`config.mk`:
```
export PLATFORM = sky130hd
export DESIGN_NAME = prefetch_fetch_unit
export DESIGN_NICKNAME = d
export VERILOG_FILES = /design/src/rtl/prefetch_fetch_unit.sv
export SDC_FILE = /design/constraint.sdc
export NUM_CORES = 1
export LEC_CHECK = 0
export CAP_MARGIN = 25
export CORE_MARGIN = 3
export CORE_UTILIZATION = 30
export CTS_CLUSTER_DIAMETER = 120
export DETAILED_ROUTE_END_ITERATION = 8
export MAX_ROUTING_LAYER = met4
export PLACE_DENSITY = 0.48
export SLEW_MARGIN = 20
export SYNTH_ARGS = -nofsm -noshare
export SYNTH_HDL_FRONTEND = slang
export SYNTH_SLANG_ARGS = --single-unit
```
`constraint.sdc`:
```
create_clock -name clk -period 7.3 [get_ports clk]
set_clock_uncertainty 0.15 [all_clocks]
set_input_delay 1.095 -clock clk [delete_from_list [all_inputs] [get_ports clk]]
set_output_delay 1.095 -clock clk [all_outputs]
set_load 0.01 [all_outputs]
```
`src/rtl/prefetch_fetch_unit.sv`:
```
// Instruction prefetch engine: assembles INSTR_WIDTH-bit instructions from MEM_WIDTH-bit memory beats
// into a FIFO_DEPTH-entry queue. Define FETCH_PERF_CNT_EN to add the perf_instr_o/perf_stall_o counters.
module prefetch_fetch_unit #(
    parameter int ADDR_WIDTH  = 24,
    parameter int INSTR_WIDTH = 64,
    parameter int MEM_WIDTH   = 8,
    parameter int FIFO_DEPTH  = 4
) (
    input  logic                   clk,
    input  logic                   rst,
    input  logic                   start_i,
    input  logic [ADDR_WIDTH-1:0]  start_pc_i,
    input  logic                   redirect_i,
    input  logic [ADDR_WIDTH-1:0]  redirect_pc_i,
    input  logic                   stop_i,
    output logic                   instr_valid_o,
    input  logic                   instr_ready_i,
    output logic [INSTR_WIDTH-1:0] instr_o,
    output logic [ADDR_WIDTH-1:0]  instr_pc_o,
    output logic                   mem_rd_o,
    output logic [ADDR_WIDTH-1:0]  mem_addr_o,
    input  logic [MEM_WIDTH-1:0]   mem_rdata_i,
    output logic                   busy_o
`ifdef FETCH_PERF_CNT_EN
    ,
    output logic [31:0]            perf_instr_o,
    output logic [31:0]            perf_stall_o
`endif
);

    localparam int BEATS  = INSTR_WIDTH / MEM_WIDTH;
    localparam int BEAT_W = (BEATS > 1) ? $clog2(BEATS) : 1;
    localparam int PTR_W  = $clog2(FIFO_DEPTH);
    localparam int CNT_W  = PTR_W + 1;

    typedef enum logic {IDLE, RUN} state_t;

    state_t                 state;
    logic [ADDR_WIDTH-1:0]  pc;
    logic [ADDR_WIDTH-1:0]  asm_pc;
    logic                   iss_active;
    logic [BEAT_W-1:0]      iss_beat;
    logic                   cap_valid;
    logic [BEAT_W-1:0]      cap_beat;
    logic [INSTR_WIDTH-1:0] asm_data;
    logic [INSTR_WIDTH-1:0] asm_full;

    logic [INSTR_WIDTH-1:0] fifo_instr [FIFO_DEPTH];
    logic [ADDR_WIDTH-1:0]  fifo_pc    [FIFO_DEPTH];
    logic [PTR_W-1:0]       wr_ptr;
    logic [PTR_W-1:0]       rd_ptr;
    logic [CNT_W-1:0]       count;

    logic              flush;
    logic              cap_last;
    logic              can_begin;
    logic              issue;
    logic [BEAT_W-1:0] beat_idx;
    logic              push;
    logic              pop;

    // An assembly still waiting for its last beat occupies a queue slot when deciding to begin another.
    assign flush     = (state == RUN) && (redirect_i || stop_i);
    assign cap_last  = cap_valid && (cap_beat == BEAT_W'(BEATS - 1));
    assign can_begin = (state == RUN) && !flush && !iss_active
                       && ((int'(count) + int'(cap_last)) < FIFO_DEPTH);
    assign issue     = (state == RUN) && !flush && (iss_active || can_begin);
    assign beat_idx  = iss_active ? iss_beat : '0;
    assign pop       = instr_valid_o && instr_ready_i && !flush;
    assign push      = cap_last && !flush && ((count != CNT_W'(FIFO_DEPTH)) || pop);

    always_comb begin
        // NOTE: default assignment first so the partial update below cannot infer a latch.
        asm_full = asm_data;
        asm_full[(BEATS - 1 - int'(cap_beat)) * MEM_WIDTH +: MEM_WIDTH] = mem_rdata_i;
    end

    assign instr_valid_o = (count != '0);
    assign instr_o       = fifo_instr[rd_ptr];
    assign instr_pc_o    = fifo_pc[rd_ptr];
    assign mem_rd_o      = issue;
    assign mem_addr_o    = pc;
    assign busy_o        = (state == RUN);

    always_ff @(posedge clk) begin
        if (rst) begin
            state      <= IDLE;
            pc         <= '0;
            asm_pc     <= '0;
            iss_active <= 1'b0;
            iss_beat   <= '0;
            cap_valid  <= 1'b0;
            cap_beat   <= '0;
            asm_data   <= '0;
            wr_ptr     <= '0;
            rd_ptr     <= '0;
            count      <= '0;
            // NOTE: the queue storage is cleared too, so instr_o/instr_pc_o read 0 out of reset.
            for (int i = 0; i < FIFO_DEPTH; i++) begin
                fifo_instr[i] <= '0;
                fifo_pc[i]    <= '0;
            end
        end else begin
            // NOTE: every state register uses non-blocking assignment so all reads see pre-edge values.
            cap_valid <= issue;
            cap_beat  <= beat_idx;
            if (cap_valid && !flush) begin
                asm_data <= asm_full;
            end

            case (state)
                IDLE: begin
                    if (start_i) begin
                        state <= RUN;
                        pc    <= start_pc_i;
                    end
                end
                RUN: begin
                    if (flush) begin
                        iss_active <= 1'b0;
                        iss_beat   <= '0;
                        if (stop_i) begin
                            state <= IDLE;
                        end else begin
                            pc <= redirect_pc_i;
                        end
                    end else if (issue) begin
                        pc         <= pc + ADDR_WIDTH'(1);
                        iss_active <= (beat_idx != BEAT_W'(BEATS - 1));
                        iss_beat   <= beat_idx + BEAT_W'(1);
                        if (beat_idx == '0) begin
                            asm_pc <= pc;
                        end
                    end
                end
                default: state <= IDLE;
            endcase

            if (flush) begin
                wr_ptr <= '0;
                rd_ptr <= '0;
                count  <= '0;
            end else begin
                if (push) begin
                    fifo_instr[wr_ptr] <= asm_full;
                    fifo_pc[wr_ptr]    <= asm_pc;
                    wr_ptr             <= wr_ptr + PTR_W'(1);
                end
                if (pop) begin
                    rd_ptr <= rd_ptr + PTR_W'(1);
                end
                count <= count + CNT_W'(push) - CNT_W'(pop);
            end
        end
    end

`ifdef FETCH_PERF_CNT_EN
    logic stall_cycle;
    assign stall_cycle = (state == RUN) && !flush && !issue;

    always_ff @(posedge clk) begin
        if (rst) begin
            perf_instr_o <= '0;
            perf_stall_o <= '0;
        end else begin
            if (pop && (perf_instr_o != '1)) begin
                perf_instr_o <= perf_instr_o + 32'd1;
            end
            if (stall_cycle && (perf_stall_o != '1)) begin
                perf_stall_o <= perf_stall_o + 32'd1;
            end
        end
    end
`endif

endmodule

```
==> metrics.csv <==
metric,value,unit
Worst R2R Start,cap_beat[0],
placed insts,2716,
"EDFF count, synth",352,
# hold bufs at CTS,0,
initial antenna violation count,0,
static leakage power,9.01,nW
relative slew slack,34.7,%
CP top delay family,simple AND/OR/NAND/NOR gates,
"most used cell, CP",buf_4,
Starting Density,30.6,%
Core Region,69300,µm²
Post-CTS Setup Inserts,0,
fin cells,2818,
DR iter-0 viols,931,
register area share after synthesis,62.2,%
CTS Buffer Depth,3,
syn nets,1790,
First-pass DRT Iterations,5,
H-tree lvl count,2,
Setup TNS,0,ns
worst min-delay path category,register to register,
GRT overflow,0,
status,completed,
layout cells sized above 1,13.0,%
final hold vios,0,
top cell type's share of synthesized area,49.9,%
die area,73900,µm²
IO Port Bufs,176,
crit path capture type,register,
Critical Path Source,redirect_i,
cells along the critical path,clkdlybuf4s50_1 > o21ai_2 > nand2b_1 > or3_4 > or2_2 > buf_4 > nand2b_4 > buf_4,
Max Freq,207,MHz
Global Route Usage Sum,15.8,%
largest net degree at the start of global routing,68,
drt wl/cell,20.3,µm
cell chosen for the clock root,clkbuf_16,
Crit path buffers/inverters,3,
element type at the critical path start,input pin,
synthesized flop and latch total,482,
slowest CP cell,buf_4,
worst stage delay on the critical path,0.77,ns
"Cell Area, Synth",21200,µm²
syn_area_per_cell,12.3,µm²
most used flip-flop cell after synthesis,edfxtp_1,
DR DRC count,0,
Gate Count Post-Synth,1718,
Max Cap Violations,0,
cell taking the most area after synthesis,edfxtp_1,
max-slew violations,0,
crit share post-route,66.2,%
Min-Delay Startpoint,asm_data[32],
final setup fails,0,
asr flop ratio synth,0,%
min Tclk post-route,4.83,ns
TritonCTS clock tree,yes,
largest cells by area after synthesis,"edfxtp_1 (50%), dfxtp_1 (12%), mux4_2 (9.4%)",
area grow syn2layout,20.5,%
DIE HEIGHT,272,µm
"Distinct cells, synth",65,
Detail Placement HPWL,34100,µm
VDD IR-drop max,0.157,mV
cell row count,96,
"most common cell after layout, fill and taps aside",nor2_1,
vias in the first global route,13850,
crit path max fanout,58,
Clock Latency Late Sink,0.61,ns
Horiz. Die Dim,272,µm
post-CTS resize count,0,
IO Count,177,
Setup CP Type,input pin to register,
Post-Route WL,57200,µm
GPL Wtd Cong,0.782,
Antenna Nets Post-Route,0,
Cell Pwr Density,257,nW/µm²
Critical Path RT,7.36,ns
DR vias,13493,
clock sink total,482,
global-route wire length before repair,86800,µm
antenna cell count,0,
yosys synthesis warning count,0,
Worst Tran Pin Value,0.970,ns
"Reg clk slew, reported paths",0.05,ns
most frequent cells in the layout,"nor2_1 (367), edfxtp_1 (352), clkdlybuf4s50_1 (175)",
crit path DAT,4.89,ns
CTS buffer count,53,
Vias/cell,4.79,
RSZ-0062 raised after global routing,false,
nets@finish,1915,
## cell type report
| class | count | area (µm²) |
|---|---|---|
| fill | 6784 | 43800 |
| sequential | 482 | 13200 |
| multi-input combinational | 1034 | 7190 |
| timing repair buffer | 200 | 2010 |
| clock buffer | 78 | 1440 |
| tap | 931 | 1160 |
| clock inverter | 21 | 279 |
| inverter | 72 | 270 |
## cells in the mapped netlist (6+ instances only)
library cell and n:
buf_6 7, o21ai_0 34, nand3_1 35, buf_2 30, nor4_1 6, mux2i_1 79, a31oi_1 9, nand2b_1 33
a21oi_1 72, nand4_1 8, buf_4 6, dfxtp_1 130, nor2_1 367, edfxtp_1 352, nor2_2 31, mux4_2 88
nor3_1 21, and3_1 7, inv_1 72, clkbuf_1 81, a211oi_1 34, nand2_1 102, nor2b_1 16, ha_1 9
nor2_4 10
## sequential cells by signal (all words and copies together), names as in the netlist, 2 cells and up, named ones only
| register | cells |
|---|---|
| fifo_instr | 256 |
| fifo_pc | 96 |
| asm_data | 64 |
| asm_pc | 24 |
| mem_addr_o | 24 |
| cap_beat | 3 |
| count | 3 |
| iss_beat | 3 |
| rd_ptr | 2 |
| wr_ptr | 2 |
## cell families (layout without fill, tap and decap cells)
group	count (synthesis)	count (layout)	share of synthesized area, %
and+or+nand+nor	663	663	14.2
muxes	168	168	13.1
buffers and inverters	202	371	4.17
adders and majority gates	10	10	0.626
xor gates and xnor gates	6	6	0.248
DFF	482	482	62.2
AOI/OAI and AO/OA	187	187	5.46
## path summary, 6_finish.rpt
path	end	slack, ns	depth (start not counted)
max reg2reg	fifo_instr[2][35]	2.83	8
min reg2reg	asm_data[32]	0.30	2
max	fifo_instr[2][35]	2.47	8
min	asm_data[32]	0.30	2
## worst register-to-register path, cell delays in order (launching register included)
cell and delay (ns):
dfxtp_1 0.54, ha_1 0.22, ha_1 0.25, nand2_1 0.15, or3_4 0.73, or2_2 0.43
buf_4 0.28, nand2b_4 0.53, buf_4 0.77
## metrics by stage
stage	power, mW	instance area, µm²	hold WS, ns	utilization (%)	worst slack, ns
5_1_grt	6.80	25500	0.325	36.8	2.21
4_1_cts	6.64	25500	0.304	36.8	2.43
3_3_place_gp	3.93	23700	0.291	34.2	1.82
6_report	6.55	25500	0.304	36.8	2.47
2_1_floorplan	3.56	21200	0.286	-	2.43
3_5_place_dp	3.94	23800	0.296	34.3	1.79
## report_power, final
part           switching [mW]  leakage (nW)  internal, mW
registers              0.0733          4.67          3.03
logic                   0.378          3.50         0.386
clock network            1.11         0.838          1.58
## per-layer routing
metal	wire (µm)	GRT usage, %	up-vias
met4	951	3.45	0
met1	26600	21.3	6740
met2	27200	25.3	275
li1	-	-	6413
met5	0	-	-
met3	2420	2.38	65
Note: power is estimated with default switching activity, not from simulation.
